===== src/rtl/hazard_fwd_ctrl_if.sv =====
`default_nettype none
// ============================================================================
// Module      : hazard_fwd_ctrl_if
// Description : Bundle of the pipeline status inputs and control outputs that
//               connect the hazard/forwarding controller to the datapath.
//               slave  : used by hazard_fwd_ctrl (status in, controls out)
//               master : used by the datapath side / testbench driver
// Parameters  : REG_AW - register-index width
//               CNT_W  - performance counter width
// Revision    : 1.0 - initial release
// ============================================================================
interface hazard_fwd_ctrl_if #(
    parameter int REG_AW = 2,
    parameter int CNT_W  = 16
);
    // front-end / memory status
    logic              ic_miss;
    logic              dc_miss;
    logic              halted;
    logic              mem_grant;
    // decode stage operands
    logic [REG_AW-1:0] id_rs;
    logic [REG_AW-1:0] id_rt;
    logic              id_use_rs;
    logic              id_use_rt;
    // execute stage
    logic              ex_valid;
    logic              ex_is_load;
    logic              ex_branch_taken;
    logic              ex_is_jump;
    logic              ex_is_jr;
    logic [REG_AW-1:0] ex_rs;
    logic [REG_AW-1:0] ex_rt;
    logic              ex_use_rs;
    logic              ex_use_rt;
    // memory and writeback producers
    logic              mem_valid;
    logic              mem_reg_write;
    logic [REG_AW-1:0] mem_wr_reg;
    logic              wb_valid;
    logic              wb_reg_write;
    logic [REG_AW-1:0] wb_wr_reg;
    // controls
    logic              ic_read;
    logic              pc_write;
    logic              ifid_write;
    logic              idex_write;
    logic              exmem_write;
    logic              bubble;
    logic [1:0]        pc_src;
    logic [1:0]        fwd_a;
    logic [1:0]        fwd_b;
    logic              load_stalled;
    logic              flush_active;
    logic [CNT_W-1:0]  stall_cycles;
    logic [CNT_W-1:0]  flush_events;

    modport slave (
        input  ic_miss, dc_miss, halted, mem_grant,
        input  id_rs, id_rt, id_use_rs, id_use_rt,
        input  ex_valid, ex_is_load, ex_branch_taken, ex_is_jump, ex_is_jr,
        input  ex_rs, ex_rt, ex_use_rs, ex_use_rt,
        input  mem_valid, mem_reg_write, mem_wr_reg,
        input  wb_valid, wb_reg_write, wb_wr_reg,
        output ic_read, pc_write, ifid_write, idex_write, exmem_write, bubble,
        output pc_src, fwd_a, fwd_b, load_stalled, flush_active,
        output stall_cycles, flush_events
    );

    modport master (
        output ic_miss, dc_miss, halted, mem_grant,
        output id_rs, id_rt, id_use_rs, id_use_rt,
        output ex_valid, ex_is_load, ex_branch_taken, ex_is_jump, ex_is_jr,
        output ex_rs, ex_rt, ex_use_rs, ex_use_rt,
        output mem_valid, mem_reg_write, mem_wr_reg,
        output wb_valid, wb_reg_write, wb_wr_reg,
        input  ic_read, pc_write, ifid_write, idex_write, exmem_write, bubble,
        input  pc_src, fwd_a, fwd_b, load_stalled, flush_active,
        input  stall_cycles, flush_events
    );
endinterface
`default_nettype wire


===== src/rtl/hazard_fwd_ctrl.sv =====
`default_nettype none
// ============================================================================
// Module      : hazard_fwd_ctrl
// Description : Hazard detection and forwarding control for a 5-stage
//               pipeline: load-use / DMA bus-loss stalls, a flush sequencer
//               that inserts FLUSH_DEPTH bubbles after a control redirect,
//               MEM/WB operand forwarding and optional perf counters.
// Ports       : clk     - clock, all state on rising edge
//               reset_n - synchronous active-low reset
//               bus     - hazard_fwd_ctrl_if.slave (pipeline status in,
//                         enables / pc_src / forwarding selects out)
// Config      : `define HAZ_PERF_CNT_EN to build the saturating
//               stall_cycles / flush_events counters; otherwise both read 0.
// Revision    : 1.0 - initial release
// ============================================================================
module hazard_fwd_ctrl #(
    parameter int REG_AW       = 2,
    parameter int FLUSH_DEPTH  = 2,   // 1..7
    parameter int HAS_ZERO_REG = 0,
    parameter int CNT_W        = 16
) (
    input  wire logic          clk,
    input  wire logic          reset_n,
    hazard_fwd_ctrl_if.slave   bus
);

    localparam logic [2:0] c_flush_depth = 3'(FLUSH_DEPTH);

    // Register comparison; a hardwired r0 never creates a dependence.
    function automatic logic f_match(input logic [REG_AW-1:0] a,
                                     input logic [REG_AW-1:0] b);
        return (a == b) && !((HAS_ZERO_REG != 0) && (a == '0));
    endfunction

    logic       w_load_use;
    logic       w_stall;
    logic       w_redirect;
    logic       w_ifid_write;
    logic       w_flush_active;
    logic [2:0] r_flush_cnt;
    logic       r_load_stalled;

    assign w_load_use = bus.ex_valid && bus.ex_is_load &&
                        ((bus.id_use_rs && f_match(bus.id_rs, bus.ex_rt)) ||
                         (bus.id_use_rt && f_match(bus.id_rt, bus.ex_rt)));
    assign w_stall    = !bus.mem_grant || w_load_use;
    assign w_redirect = bus.ex_valid &&
                        (bus.ex_branch_taken || bus.ex_is_jump || bus.ex_is_jr);
    assign w_ifid_write   = !bus.halted && !w_stall && !bus.ic_miss && !bus.dc_miss;
    assign w_flush_active = (r_flush_cnt != 3'd0);

    // Flush sequencer: a redirect (re)loads the bubble count; a D-cache miss
    // freezes the pipe, so the count holds and the window stretches.
    always_ff @(posedge clk) begin
        if (!reset_n) begin
            r_flush_cnt    <= 3'd0;
            r_load_stalled <= 1'b0;
        end else begin
            r_load_stalled <= w_stall;
            if (w_redirect && !bus.dc_miss) begin
                r_flush_cnt <= c_flush_depth;
            end else if (w_flush_active && !bus.dc_miss) begin
                r_flush_cnt <= r_flush_cnt - 3'd1;
            end
        end
    end

    always_comb begin
        bus.ic_read     = !bus.ic_miss;
        bus.idex_write  = !bus.dc_miss;
        bus.exmem_write = !bus.dc_miss;
        bus.ifid_write  = w_ifid_write;
        // The redirect target must be captured even while the front end stalls.
        bus.pc_write    = w_ifid_write || (w_redirect && !bus.dc_miss);
        bus.bubble      = w_stall || w_redirect || w_flush_active;

        bus.pc_src = 2'b00;
        if (bus.ex_valid) begin
            if (bus.ex_branch_taken) begin
                bus.pc_src = 2'b01;
            end else if (bus.ex_is_jr) begin
                bus.pc_src = 2'b10;
            end else if (bus.ex_is_jump) begin
                bus.pc_src = 2'b11;
            end
        end

        // MEM holds the younger result, so it is checked before WB.
        bus.fwd_a = 2'b00;
        if (bus.ex_use_rs && bus.mem_valid && bus.mem_reg_write &&
            f_match(bus.ex_rs, bus.mem_wr_reg)) begin
            bus.fwd_a = 2'b10;
        end else if (bus.ex_use_rs && bus.wb_valid && bus.wb_reg_write &&
                     f_match(bus.ex_rs, bus.wb_wr_reg)) begin
            bus.fwd_a = 2'b01;
        end

        bus.fwd_b = 2'b00;
        if (bus.ex_use_rt && bus.mem_valid && bus.mem_reg_write &&
            f_match(bus.ex_rt, bus.mem_wr_reg)) begin
            bus.fwd_b = 2'b10;
        end else if (bus.ex_use_rt && bus.wb_valid && bus.wb_reg_write &&
                     f_match(bus.ex_rt, bus.wb_wr_reg)) begin
            bus.fwd_b = 2'b01;
        end
    end

    assign bus.load_stalled = r_load_stalled;
    assign bus.flush_active = w_flush_active;

`ifdef HAZ_PERF_CNT_EN
    logic [CNT_W-1:0] r_stall_cycles;
    logic [CNT_W-1:0] r_flush_events;

    // Saturating counters: they stick at all-ones until reset.
    always_ff @(posedge clk) begin
        if (!reset_n) begin
            r_stall_cycles <= '0;
            r_flush_events <= '0;
        end else begin
            if (!w_ifid_write && !bus.halted && (r_stall_cycles != '1)) begin
                r_stall_cycles <= r_stall_cycles + CNT_W'(1);
            end
            if (w_redirect && !bus.dc_miss && (r_flush_events != '1)) begin
                r_flush_events <= r_flush_events + CNT_W'(1);
            end
        end
    end

    assign bus.stall_cycles = r_stall_cycles;
    assign bus.flush_events = r_flush_events;
`else
    assign bus.stall_cycles = '0;
    assign bus.flush_events = '0;
`endif

endmodule
`default_nettype wire


===== src/flat_wrapper.sv =====
// flat-port wrapper written by rule: the top's interface ports become plain ports
module hazard_fwd_ctrl_flat 
#(
    parameter int REG_AW       = 2,
    parameter int FLUSH_DEPTH  = 2,          
    parameter int HAS_ZERO_REG = 0,
    parameter int CNT_W        = 16
)
  (clk, reset_n, bus_ic_miss, bus_dc_miss, bus_halted, bus_mem_grant, bus_id_rs, bus_id_rt, bus_id_use_rs, bus_id_use_rt, bus_ex_valid, bus_ex_is_load, bus_ex_branch_taken, bus_ex_is_jump, bus_ex_is_jr, bus_ex_rs, bus_ex_rt, bus_ex_use_rs, bus_ex_use_rt, bus_mem_valid, bus_mem_reg_write, bus_mem_wr_reg, bus_wb_valid, bus_wb_reg_write, bus_wb_wr_reg, bus_ic_read, bus_pc_write, bus_ifid_write, bus_idex_write, bus_exmem_write, bus_bubble, bus_pc_src, bus_fwd_a, bus_fwd_b, bus_load_stalled, bus_flush_active, bus_stall_cycles, bus_flush_events);
  hazard_fwd_ctrl_if #(.REG_AW(REG_AW), .CNT_W(CNT_W)) bus_i ();
  input  wire logic clk;
  input  wire logic reset_n;
  input wire logic [$bits(bus_i.ic_miss)-1:0] bus_ic_miss;
  input wire logic [$bits(bus_i.dc_miss)-1:0] bus_dc_miss;
  input wire logic [$bits(bus_i.halted)-1:0] bus_halted;
  input wire logic [$bits(bus_i.mem_grant)-1:0] bus_mem_grant;
  input wire logic [$bits(bus_i.id_rs)-1:0] bus_id_rs;
  input wire logic [$bits(bus_i.id_rt)-1:0] bus_id_rt;
  input wire logic [$bits(bus_i.id_use_rs)-1:0] bus_id_use_rs;
  input wire logic [$bits(bus_i.id_use_rt)-1:0] bus_id_use_rt;
  input wire logic [$bits(bus_i.ex_valid)-1:0] bus_ex_valid;
  input wire logic [$bits(bus_i.ex_is_load)-1:0] bus_ex_is_load;
  input wire logic [$bits(bus_i.ex_branch_taken)-1:0] bus_ex_branch_taken;
  input wire logic [$bits(bus_i.ex_is_jump)-1:0] bus_ex_is_jump;
  input wire logic [$bits(bus_i.ex_is_jr)-1:0] bus_ex_is_jr;
  input wire logic [$bits(bus_i.ex_rs)-1:0] bus_ex_rs;
  input wire logic [$bits(bus_i.ex_rt)-1:0] bus_ex_rt;
  input wire logic [$bits(bus_i.ex_use_rs)-1:0] bus_ex_use_rs;
  input wire logic [$bits(bus_i.ex_use_rt)-1:0] bus_ex_use_rt;
  input wire logic [$bits(bus_i.mem_valid)-1:0] bus_mem_valid;
  input wire logic [$bits(bus_i.mem_reg_write)-1:0] bus_mem_reg_write;
  input wire logic [$bits(bus_i.mem_wr_reg)-1:0] bus_mem_wr_reg;
  input wire logic [$bits(bus_i.wb_valid)-1:0] bus_wb_valid;
  input wire logic [$bits(bus_i.wb_reg_write)-1:0] bus_wb_reg_write;
  input wire logic [$bits(bus_i.wb_wr_reg)-1:0] bus_wb_wr_reg;
  output wire logic [$bits(bus_i.ic_read)-1:0] bus_ic_read;
  output wire logic [$bits(bus_i.pc_write)-1:0] bus_pc_write;
  output wire logic [$bits(bus_i.ifid_write)-1:0] bus_ifid_write;
  output wire logic [$bits(bus_i.idex_write)-1:0] bus_idex_write;
  output wire logic [$bits(bus_i.exmem_write)-1:0] bus_exmem_write;
  output wire logic [$bits(bus_i.bubble)-1:0] bus_bubble;
  output wire logic [$bits(bus_i.pc_src)-1:0] bus_pc_src;
  output wire logic [$bits(bus_i.fwd_a)-1:0] bus_fwd_a;
  output wire logic [$bits(bus_i.fwd_b)-1:0] bus_fwd_b;
  output wire logic [$bits(bus_i.load_stalled)-1:0] bus_load_stalled;
  output wire logic [$bits(bus_i.flush_active)-1:0] bus_flush_active;
  output wire logic [$bits(bus_i.stall_cycles)-1:0] bus_stall_cycles;
  output wire logic [$bits(bus_i.flush_events)-1:0] bus_flush_events;
  assign bus_i.ic_miss = bus_ic_miss;
  assign bus_i.dc_miss = bus_dc_miss;
  assign bus_i.halted = bus_halted;
  assign bus_i.mem_grant = bus_mem_grant;
  assign bus_i.id_rs = bus_id_rs;
  assign bus_i.id_rt = bus_id_rt;
  assign bus_i.id_use_rs = bus_id_use_rs;
  assign bus_i.id_use_rt = bus_id_use_rt;
  assign bus_i.ex_valid = bus_ex_valid;
  assign bus_i.ex_is_load = bus_ex_is_load;
  assign bus_i.ex_branch_taken = bus_ex_branch_taken;
  assign bus_i.ex_is_jump = bus_ex_is_jump;
  assign bus_i.ex_is_jr = bus_ex_is_jr;
  assign bus_i.ex_rs = bus_ex_rs;
  assign bus_i.ex_rt = bus_ex_rt;
  assign bus_i.ex_use_rs = bus_ex_use_rs;
  assign bus_i.ex_use_rt = bus_ex_use_rt;
  assign bus_i.mem_valid = bus_mem_valid;
  assign bus_i.mem_reg_write = bus_mem_reg_write;
  assign bus_i.mem_wr_reg = bus_mem_wr_reg;
  assign bus_i.wb_valid = bus_wb_valid;
  assign bus_i.wb_reg_write = bus_wb_reg_write;
  assign bus_i.wb_wr_reg = bus_wb_wr_reg;
  assign bus_ic_read = bus_i.ic_read;
  assign bus_pc_write = bus_i.pc_write;
  assign bus_ifid_write = bus_i.ifid_write;
  assign bus_idex_write = bus_i.idex_write;
  assign bus_exmem_write = bus_i.exmem_write;
  assign bus_bubble = bus_i.bubble;
  assign bus_pc_src = bus_i.pc_src;
  assign bus_fwd_a = bus_i.fwd_a;
  assign bus_fwd_b = bus_i.fwd_b;
  assign bus_load_stalled = bus_i.load_stalled;
  assign bus_flush_active = bus_i.flush_active;
  assign bus_stall_cycles = bus_i.stall_cycles;
  assign bus_flush_events = bus_i.flush_events;
  hazard_fwd_ctrl #(.REG_AW(REG_AW), .FLUSH_DEPTH(FLUSH_DEPTH), .HAS_ZERO_REG(HAS_ZERO_REG), .CNT_W(CNT_W)) u_core (.clk(clk), .reset_n(reset_n), .bus(bus_i));
endmodule

===== config.mk =====
export PLATFORM = sky130hd
export DESIGN_NAME = hazard_fwd_ctrl_flat
export DESIGN_NICKNAME = d
export VERILOG_FILES = /design/src/rtl/hazard_fwd_ctrl_if.sv /design/src/rtl/hazard_fwd_ctrl.sv /design/src/flat_wrapper.sv
export SDC_FILE = /design/constraint.sdc
export NUM_CORES = 1
export LEC_CHECK = 0
export ABC_AREA = 1
export CORE_MARGIN = 4
export CORE_UTILIZATION = 40
export CTS_CLUSTER_DIAMETER = 60
export DETAILED_ROUTE_END_ITERATION = 8
export DONT_BUFFER_PORTS = 1
export PLACE_DENSITY = 0.54
export REMOVE_ABC_BUFFERS = 1
export SYNTH_ARGS = -nofsm -noshare
export SYNTH_HDL_FRONTEND = slang
export SYNTH_SLANG_ARGS = --single-unit

===== constraint.sdc =====
create_clock -name clk -period 1 [get_ports clk]
set_input_delay 0.2 -clock clk [delete_from_list [all_inputs] [get_ports clk]]
set_output_delay 0.2 -clock clk [all_outputs]
set_load 0.05 [all_outputs]

==> results of run 1 <==
cell type report:
cell class,count,area share [%]
Multi-Input combinational cell,93,57.6
Timing Repair Buffer,19,19.7
Sequential cell,4,8.66
Inverter,18,8.40
Tap cell,25,3.28
Clock buffer,3,2.36
logic make-up after synthesis:
logic type / Yosys count
buffers and inverters: 51
AOI/OAI and AO/OA: 9
DFF: 4
xor gates and xnor gates: 7
other: 1
and+or+nand+nor: 43
adders and majority gates: 2
worst max path at each step:
stage	depth (start not counted)	slack, ps	endpoint
after floorplan	3	-1250	bus_fwd_a[0]
after global placement	6	-200	bus_bubble
after detailed placement	6	-250	bus_bubble
after CTS	6	-390	bus_bubble
after global routing	6	-440	bus_bubble
final	6	-370	bus_bubble
critical path: stages, from the launching register on:
cell and delay (ps):
dfxtp_2 310, inv_2 70, ha_4 130, nand2_2 50, a21oi_2 140, nand3_2 90
buf_6 160
registers in the layout, summed over array words and instances, names as in the netlist:
register,cells
u_core.r_flush_cnt,3
u_core.bus.load_stalled,1
metal layers:
layer | up-vias | share of wire [%] | routed length (µm)
li1 | 334 | - | -
met1 | 286 | 34 | 572
met2 | 47 | 50 | 850
met3 | 4 | 15 | 251
met4 | 0 | 1.7 | 29
met5 | - | 0 | 0
per-stage QoR:
| stage | TNS [ps] | total power, mW | utilization, % |
|---|---|---|---|
| 2_1_floorplan | -7700 | 0.720 | - |
| 3_3_place_gp | -1020 | 0.831 | 45.7 |
| 3_5_place_dp | -1210 | 0.837 | 45.7 |
| 4_1_cts | -1270 | 1.14 | 53.3 |
| 5_1_grt | -1930 | 1.23 | 55.2 |
| 6_report | -1330 | 1.16 | 55.2 |
layout by cell type (no fill, tap or decap):
| cell type | netlist | final |
|---|---|---|
| nand4_1 | 2 | 2 |
| inv_1 | 17 | 14 |
| nand2_1 | 20 | 16 |
| a21oi_2 | 0 | 2 |
| dfxtp_1 | 4 | 2 |
| conb_1 | 1 | 32 |
| ha_4 | 0 | 1 |
| ha_1 | 2 | 1 |
| o21ai_1 | 0 | 1 |
| nand3_1 | 8 | 6 |
| nand2_4 | 0 | 1 |
| inv_2 | 1 | 3 |
| buf_6 | 0 | 2 |
| buf_12 | 0 | 3 |
| nor2_1 | 4 | 2 |
| nand3_2 | 1 | 3 |
| xor2_1 | 6 | 2 |
| nor2_2 | 0 | 2 |
| buf_4 | 33 | 14 |
| nand2_2 | 1 | 4 |
| or2_0 | 1 | 1 |
| clkbuf_4 | 0 | 3 |
| a21oi_1 | 8 | 6 |
| inv_12 | 0 | 1 |
| dfxtp_2 | 0 | 2 |
| xor2_2 | 0 | 4 |
| xnor2_2 | 0 | 1 |
| nor3_2 | 0 | 3 |
| nor3_1 | 6 | 3 |
power groups by stage:
| stage | registers [mW] | logic, mW | clock network (mW) |
|---|---|---|---|
| global placement | 0.186 | 0.646 | 0 |
| global route | 0.189 | 0.816 | 0.222 |
| floorplan | 0.194 | 0.526 | 0 |
| CTS | 0.187 | 0.748 | 0.207 |
| finish | 0.187 | 0.771 | 0.198 |
| detailed placement | 0.186 | 0.651 | 0 |
timing repair:
item	in CTS	in global routing
setup buffers	2	0
resized for setup	26	8
endpoints found under the setup margin	9	9
pin swaps	7	0
==> impl_metrics.toml, run 1 <==
[cts]
cts_inserted_buffers = 3
clock_latency_ps = 230
cts_tree = "built"
clock-sinks = 4
cts.path.max_buffers = 2
cts-root-buf = "clkbuf_4"
htreeDepth = 1
cts_hold_buf = 0
clk_pin_slew_ps = 40

[synth]
synth_edf_count = 0
yosys.area.top_type_share_pct = 34.1
synth.most_common_cell = "buf_4"
yosys.area_share.adder_pct = 3.45
synthMuxAreaShare_pct = 0
yosysWarnings = 0
synthDistinctLibCells = 18
ys_seq_area_share_pct = 11.0
syn_avg_cell_area_um2 = 6.20
synth_xor_xnor_area_share_pct = 8.45
synth_top_family_by_area = "buffers and inverters"
synthFlopType = "dfxtp_1"
synth_top_cell_by_area = "buf_4"
ys_top_cells_by_count = "buf_4 (33), nand2_1 (20), inv_1 (17), a21oi_1 (8), nand3_1 (8)"
synth_seq_cells = 4
yosys.area_share.simple_pct = 26.9
async_reset_ff_share_pct = 0
synth_compound_area_share_pct = 6.21
netlist_top_cells_area = "buf_4 (34%), dfxtp_1 (11%), nand2_1 (10%)"
syn_inst = 117
syn_area_um2 = 726

[hold_path]
hold_class = "in2reg"
min_to = "u_core.bus.load_stalled"
hold_path.startpoint = "bus_mem_grant"
min_path_cells = 1

[pwr]
power_frac_comb_pct = 66.7
p_int_uw = 529
p_leak_nw = 0.516
peakVddDrop_v = 0.000999
pwr-share-clk_pct = 17.1
power_density_nw_per_um2 = 1210
switchingPower_uw = 627
power_switching_share_pct = 54.2
p_seq_share_pct = 16.2

[final_layout]
areaGrowthSynthToFinish_pct = 31.4
final_area_um2 = 953
fillerInstances = 175
multi_input_area_um2 = 549
final-instance-count-excl-fill = 162
ff_latch_area_um2 = 82.6
layout.nets = 172
antennaDiodeCount = 0
drive_above_1_share_pct = 35.8

[setup_path]
reg2reg_slack_ps = -120
worstSetupStartpointType = "flop"
worst_ep_arrival_time_ps = 1170
cp_data_required_time_ps = 800
startpoint = "u_core.r_flush_cnt[1]"
crit_fanout = 2
crit_type = "reg2out"
reg2reg_depth = 7
rr_startpoint = "u_core.r_flush_cnt[0]"
end_kind = "output port"
r2r-end = "u_core.r_flush_cnt[0]"

[timing]
setup_ws_ps = -373
finalMaxSlewViolations = 0
finClkSkew_ps = 1.97
setup_violations = 9
rsz0062_at_grt = "true"
timing_hold_violations_final = 0
final.min_clock_period_ps = 1370
finalCritPeriodShare_pct = 137
fin_hold_ws_ps = 59.5
fmax_ghz = 0.728

[floorplan]
die_h_um = 50.6
die_area_um2 = 2560
initial_utilization_pct = 42.0
ioPinCount = 77
die_x_um = 50.6
core_area_um2 = 1730
row_count = 15

[placement]
placed_area_um2 = 788
dp_slack_ps = -248
hpwl_um = 1490
place_inst = 157
place.gp.congestion = 0.748
io_buffers = 0

[global_route]
grt-busiest-layer = "met2"
grt_max_degree = 6
grt_pass1_wl_um = 2660
antenna_found_initial = 0
gr-usage-met2_pct = 21.3
grtUsageMet3_pct = 7.12
grt_pass1_vias = 610
grt_use_met1_pct = 15.2
grt_usage_pct = 13.2
grt_overflow = 0

[run]
maxCapViolCount = 0

[status]
violations = "setup timing"
outcome = "complete, but fails checks"

[drt]
drt_iter0_drc = 3
ant_nets = 0
wire_per_inst_um = 10.5
drt-pass1-iter-count = 2
wl_um = 1700
vias = 671
drc = 0
viasPerCell = 4.14
No activity file was read; power rests on OpenSTA's default activity.
==> run 2: changes to the inputs <==
Settings changed: CORE_UTILIZATION 40 to 45, PLACE_DENSITY 0.54 to 0.6, SLEW_MARGIN set to 20.
==> run 2 against run 1 <==
Compared with the run above: sequential power about the same; worst setup slack worse by 4.4 ps; register-to-register slack lost 50 ps; flip-flop and latch count stayed put; utilization rose by 11 points; via count down 1.9%; final area is 4.6% higher; the run still ends with setup timing left; sequential share of layout area shrank 0.38 points; non-clock buffer count fell by 2; critical endpoint unchanged; clock-buffer cell count unchanged; die area is 9.4% lower; critical path type unchanged; hold slack worse by 5.0 ps.
==> impl_metrics.toml, run 2 (synthesis results as in run 1) <==
[status]
outcome = "complete, but fails checks"
violations = "setup timing"

[setup_path]
worst_ep_arrival_time_ps = 1180
end_kind = "output port"
cp_data_required_time_ps = 800
crit_type = "reg2out"
cpPeakStageDelay_ps = 320
reg2reg_slack_ps = -170
path_cells = "inv_2, ha_4, nand2_4, a21oi_4, nand3_2, buf_6"
rr_startpoint = "u_core.r_flush_cnt[1]"
crit_fanout = 2
critical-path-slowest-cell = "dfxtp_2"
worstSetupStartpointType = "flop"
r2r-end = "u_core.r_flush_cnt[2]"
reg2reg_depth = 7

[global_route]
grt_max_degree = 6
grt_pass1_wl_um = 2580
grt_usage_pct = 16.0
grt_overflow = 0
antenna_found_initial = 0
grt_pass1_vias = 627

[pwr]
peakVddDrop_v = 0.000704
p_leak_nw = 0.525
power_density_nw_per_um2 = 1210
switchingPower_uw = 657
p_int_uw = 548
power_switching_share_pct = 54.5
p_seq_share_pct = 15.7
pwr-share-clk_pct = 17.2
power_frac_comb_pct = 67.1

[cts]
clock_latency_ps = 240
cts_tree = "built"
htreeDepth = 1
cts-root-buf = "clkbuf_4"
clock-sinks = 4
cts.path.max_buffers = 2
clk_pin_slew_ps = 40
cts_inserted_buffers = 3

[final_layout]
areaGrowthSynthToFinish_pct = 37.4
drive_above_1_share_pct = 34.1
multi_input_area_um2 = 608
antennaDiodeCount = 0
ff_latch_area_um2 = 82.6
fillerInstances = 129
regMostFlops = "u_core.r_flush_cnt"
layout.nets = 170
final_common_cell = "conb_1"
layout_common_cells = "conb_1 (32), nand2_1 (17), inv_1 (14)"
largest_register_ffs = 3

[drt]
ant_nets = 0
drt_iter0_drc = 3
drc = 0
vias = 658
viasPerCell = 4.36
wl_um = 1830
drt-pass1-iter-count = 3
wire_per_inst_um = 12.1

[placement]
dp_slack_ps = -235
io_buffers = 0
hpwl_um = 1490
place.gp.congestion = 0.724

[floorplan]
row_count = 14
die_x_um = 48.2
die_area_um2 = 2320
ioPinCount = 77
initial_utilization_pct = 48.2
die_h_um = 48.2
core_area_um2 = 1510

[hold_path]
min_to = "u_core.bus.load_stalled"
hold_class = "in2reg"
hold_path.startpoint = "bus_mem_grant"
min_path_cells = 1

[timing]
setup_tns_ps = -1490
timing_hold_violations_final = 0
final.min_clock_period_ps = 1380
finalMaxSlewViolations = 0
setup_ws_ps = -377
fmax_ghz = 0.726
finClkSkew_ps = 3.32
rsz0062_at_grt = "true"
setup_violations = 9
finalCritPeriodShare_pct = 138

[run]
maxCapViolCount = 0
run 2: cell types whose count changed in the layout (fill, tap and decap cells not counted), moves of 2 or more:
cell and change:
nand2_2 -2, xor2_2 -2, xor2_4 +2, buf_6 +3, nor3_4 +2, buf_4 -5
run 2: per-layer routing:
layer,up-vias,GRT usage [%],wire length [µm],share of wire (%)
met3,0,7.38,242,13
met5,-,0,0,0
li1,331,-,-,-
met1,279,15.5,617,34
met2,48,30.7,974,53
met4,0,3.23,0,0
run 2: what timing repair did:
action / CTS / global route
cloned: 0 / 0
gates resized for setup: 29 / 13
setup buffers: 1 / 0
pin swaps: 8 / 7
hold buffers: 0 / 0
endpoints found under the setup margin: 9 / 11
run 2: power by group through the flow:
stage                     combinational [mW]  clock [mW]  sequential (mW)
after global routing                   0.854       0.234            0.190
after detailed placement               0.647           0            0.187
after CTS                              0.761       0.213            0.189
after global placement                 0.640           0            0.185
after floorplan                        0.526           0            0.194
final                                  0.809       0.208            0.189
run 2: per-stage QoR:
step	util, %	hold slack (ps)	cell area, µm²	power, mW	std cells
floorplan	-	292	594	0.720	115
global placement	51.1	298	769	0.826	147
detailed placement	51.1	303	769	0.834	147
CTS	61.2	45.6	922	1.16	151
global route	66.2	42.8	997	1.28	151
finish	66.2	54.5	997	1.21	151
run 2: area by class of cell:
| cell class | instances | area share (%) |
|---|---|---|
| well taps | 16 | 2.01 |
| repair buffers | 17 | 18.4 |
| multi-input cells | 93 | 61.0 |
| clock buffers | 3 | 2.26 |
| flip-flops and latches | 4 | 8.28 |
| inverters | 18 | 8.03 |
run 2: worst max path at each step:
stage,depth (start not counted),endpoint,start,slack (ps)
after global placement,6,bus_bubble,u_core.r_flush_cnt[0],-200
after detailed placement,6,bus_bubble,u_core.r_flush_cnt[0],-240
final,6,bus_bubble,u_core.r_flush_cnt[1],-380
after global routing,6,bus_bubble,u_core.r_flush_cnt[1],-440
after CTS,6,bus_bubble,u_core.r_flush_cnt[1],-390
after floorplan,3,bus_fwd_a[0],bus_mem_wr_reg[0],-1250
run 2: worst max-delay path, delay by kind of cell (launching register included):
family          cells  cell delay, ps
simple gates        2             140
fa+ha+maj           1             140
flops               1             320
buf+inv             2             220
compound gates      1             120
==> run 3: changes to the inputs <==
Settings changed: PLACE_DENSITY 0.6 to 0.61.
==> run 3 against run 2 <==
Compared with the run above: the run still ends with setup timing left; sequential power is essentially flat; sequential share of layout area shrank 0.22 points; largest cell class unchanged; first-iteration DRC count grew to 5.7 times the previous value; critical path type unchanged; clock power rose by 4%; critical endpoint is now bus_flush_active.
==> impl_metrics.toml, run 3 (synthesis results as in run 1) <==
[status]
outcome = "complete, but fails checks"
violations = "setup timing"

[cts]
cts_hold_buf = 0
htreeDepth = 1
cts-root-buf = "clkbuf_4"
cts_inserted_buffers = 3
clock_latency_ps = 250
clock-sinks = 4
cts_tree = "built"
cts.path.max_buffers = 2
clk_pin_slew_ps = 40

[setup_path]
worst_ep_arrival_time_ps = 1220
cpPeakStageDelay_ps = 320
cp_data_required_time_ps = 800
crit_type = "reg2out"
path_cells = "inv_2, ha_4, nand2_4, buf_4, buf_6, buf_12"
crit_fanout = 3
critical-path-slowest-cell = "dfxtp_2"
end_kind = "output port"
worstSetupStartpointType = "flop"

[floorplan]
die_h_um = 48.2
row_count = 14
ioPinCount = 77
die_x_um = 48.2
core_area_um2 = 1510
initial_utilization_pct = 48.2
die_area_um2 = 2320

[timing]
fin_hold_ws_ps = 52.5
finalCritPeriodShare_pct = 142
rsz0062_at_grt = "true"
timing_hold_violations_final = 0
finClkSkew_ps = 2.09
setup_violations = 9
final.min_clock_period_ps = 1420
fmax_ghz = 0.706
finalMaxSlewViolations = 0
setup_ws_ps = -417

[pwr]
p_int_uw = 580
total_power_mw = 1.26
p_leak_nw = 0.534
power_switching_share_pct = 54.0
pwr-share-clk_pct = 17.2
p_seq_share_pct = 15.0
switchingPower_uw = 682
power_density_nw_per_um2 = 1230
peakVddDrop_v = 0.000851
power_frac_comb_pct = 67.8

[global_route]
grt_usage_pct = 16.3
antenna_found_initial = 0
grt_pass1_vias = 628
grt_max_degree = 6
grt_pass1_wl_um = 2570
grt_overflow = 0

[drt]
ant_nets = 0
vias = 704
drt-pass1-iter-count = 4
drc = 0
wire_per_inst_um = 12.2
drt_iter0_drc = 17
wl_um = 1890
viasPerCell = 4.54

[final_layout]
layout_common_cells = "conb_1 (32), nand2_1 (17), inv_1 (14)"
fillerInstances = 127
areaGrowthSynthToFinish_pct = 41.2
antennaDiodeCount = 0
largest_register_ffs = 3
final_common_cell = "conb_1"
regMostFlops = "u_core.r_flush_cnt"
drive_above_1_share_pct = 36.7
layout.nets = 174

[hold_path]
hold_class = "in2reg"

[run]
maxCapViolCount = 0

[placement]
place.gp.congestion = 0.655
io_buffers = 0
hpwl_um = 1460
[run 3: final timing paths]
kind,start,endpoint,slack [ps],depth (start not counted)
max,u_core.r_flush_cnt[0],bus_flush_active,-420,6
min,bus_mem_grant,u_core.bus.load_stalled,50,1
max reg2reg,u_core.r_flush_cnt[1],u_core.r_flush_cnt[2],-240,8
min reg2reg,u_core.r_flush_cnt[0],u_core.r_flush_cnt[0],480,2
[run 3: critical path: cells and delay by family, from the launching register on]
family        cells  cell delay, ps
simple gates      1              50
buf+inv           4             460
fa+ha+maj         1             140
flops             1             320
[run 3: metrics by stage]
| step | utilization (%) | setup TNS, ps | area (µm²) | worst slack [ps] | instances |
|---|---|---|---|---|---|
| finish | 68.0 | -1820 | 1020 | -417 | 155 |
| global route | 68.0 | -2330 | 1020 | -462 | 155 |
| CTS | 61.2 | -1400 | 922 | -377 | 153 |
| detailed placement | 50.6 | -1270 | 762 | -231 | 146 |
| global placement | 50.6 | -970 | 762 | -186 | 146 |
| floorplan | - | -7700 | 594 | -1250 | 115 |
[run 3: per-layer routing]
layer  global-route usage, %  wire, µm  vias up
li1                        -         -      339
met2                    29.7       967       50
met1                    16.0       621      311
met5                       0         0        -
met4                    4.30        21        0
met3                    8.49       277        4
[run 3: power by group through the flow]
stage	clock [mW]	sequential [mW]	combinational, mW
final	0.217	0.190	0.856
after global routing	0.235	0.191	0.903
after CTS	0.212	0.189	0.765
after detailed placement	0	0.187	0.647
after global placement	0	0.185	0.640
after floorplan	0	0.194	0.526
[run 3: repair_timing]
action                                 in CTS  in global routing
endpoints found under the hold margin       0                  0
pin swaps                                   8                 12
setup endpoints to repair                   9                 11
resized for setup                          28                 16
setup buffers                               6                  2
[run 3: cell type report]
| type | count | area, µm² | area share, % |
|---|---|---|---|
| clock buffer | 3 | 22.5 | 2.20 |
| multi-input combinational | 93 | 602 | 58.7 |
| tap | 16 | 20.0 | 1.95 |
| timing repair buffer | 21 | 218 | 21.2 |
| sequential | 4 | 82.6 | 8.06 |
| inverter | 18 | 80.1 | 7.81 |
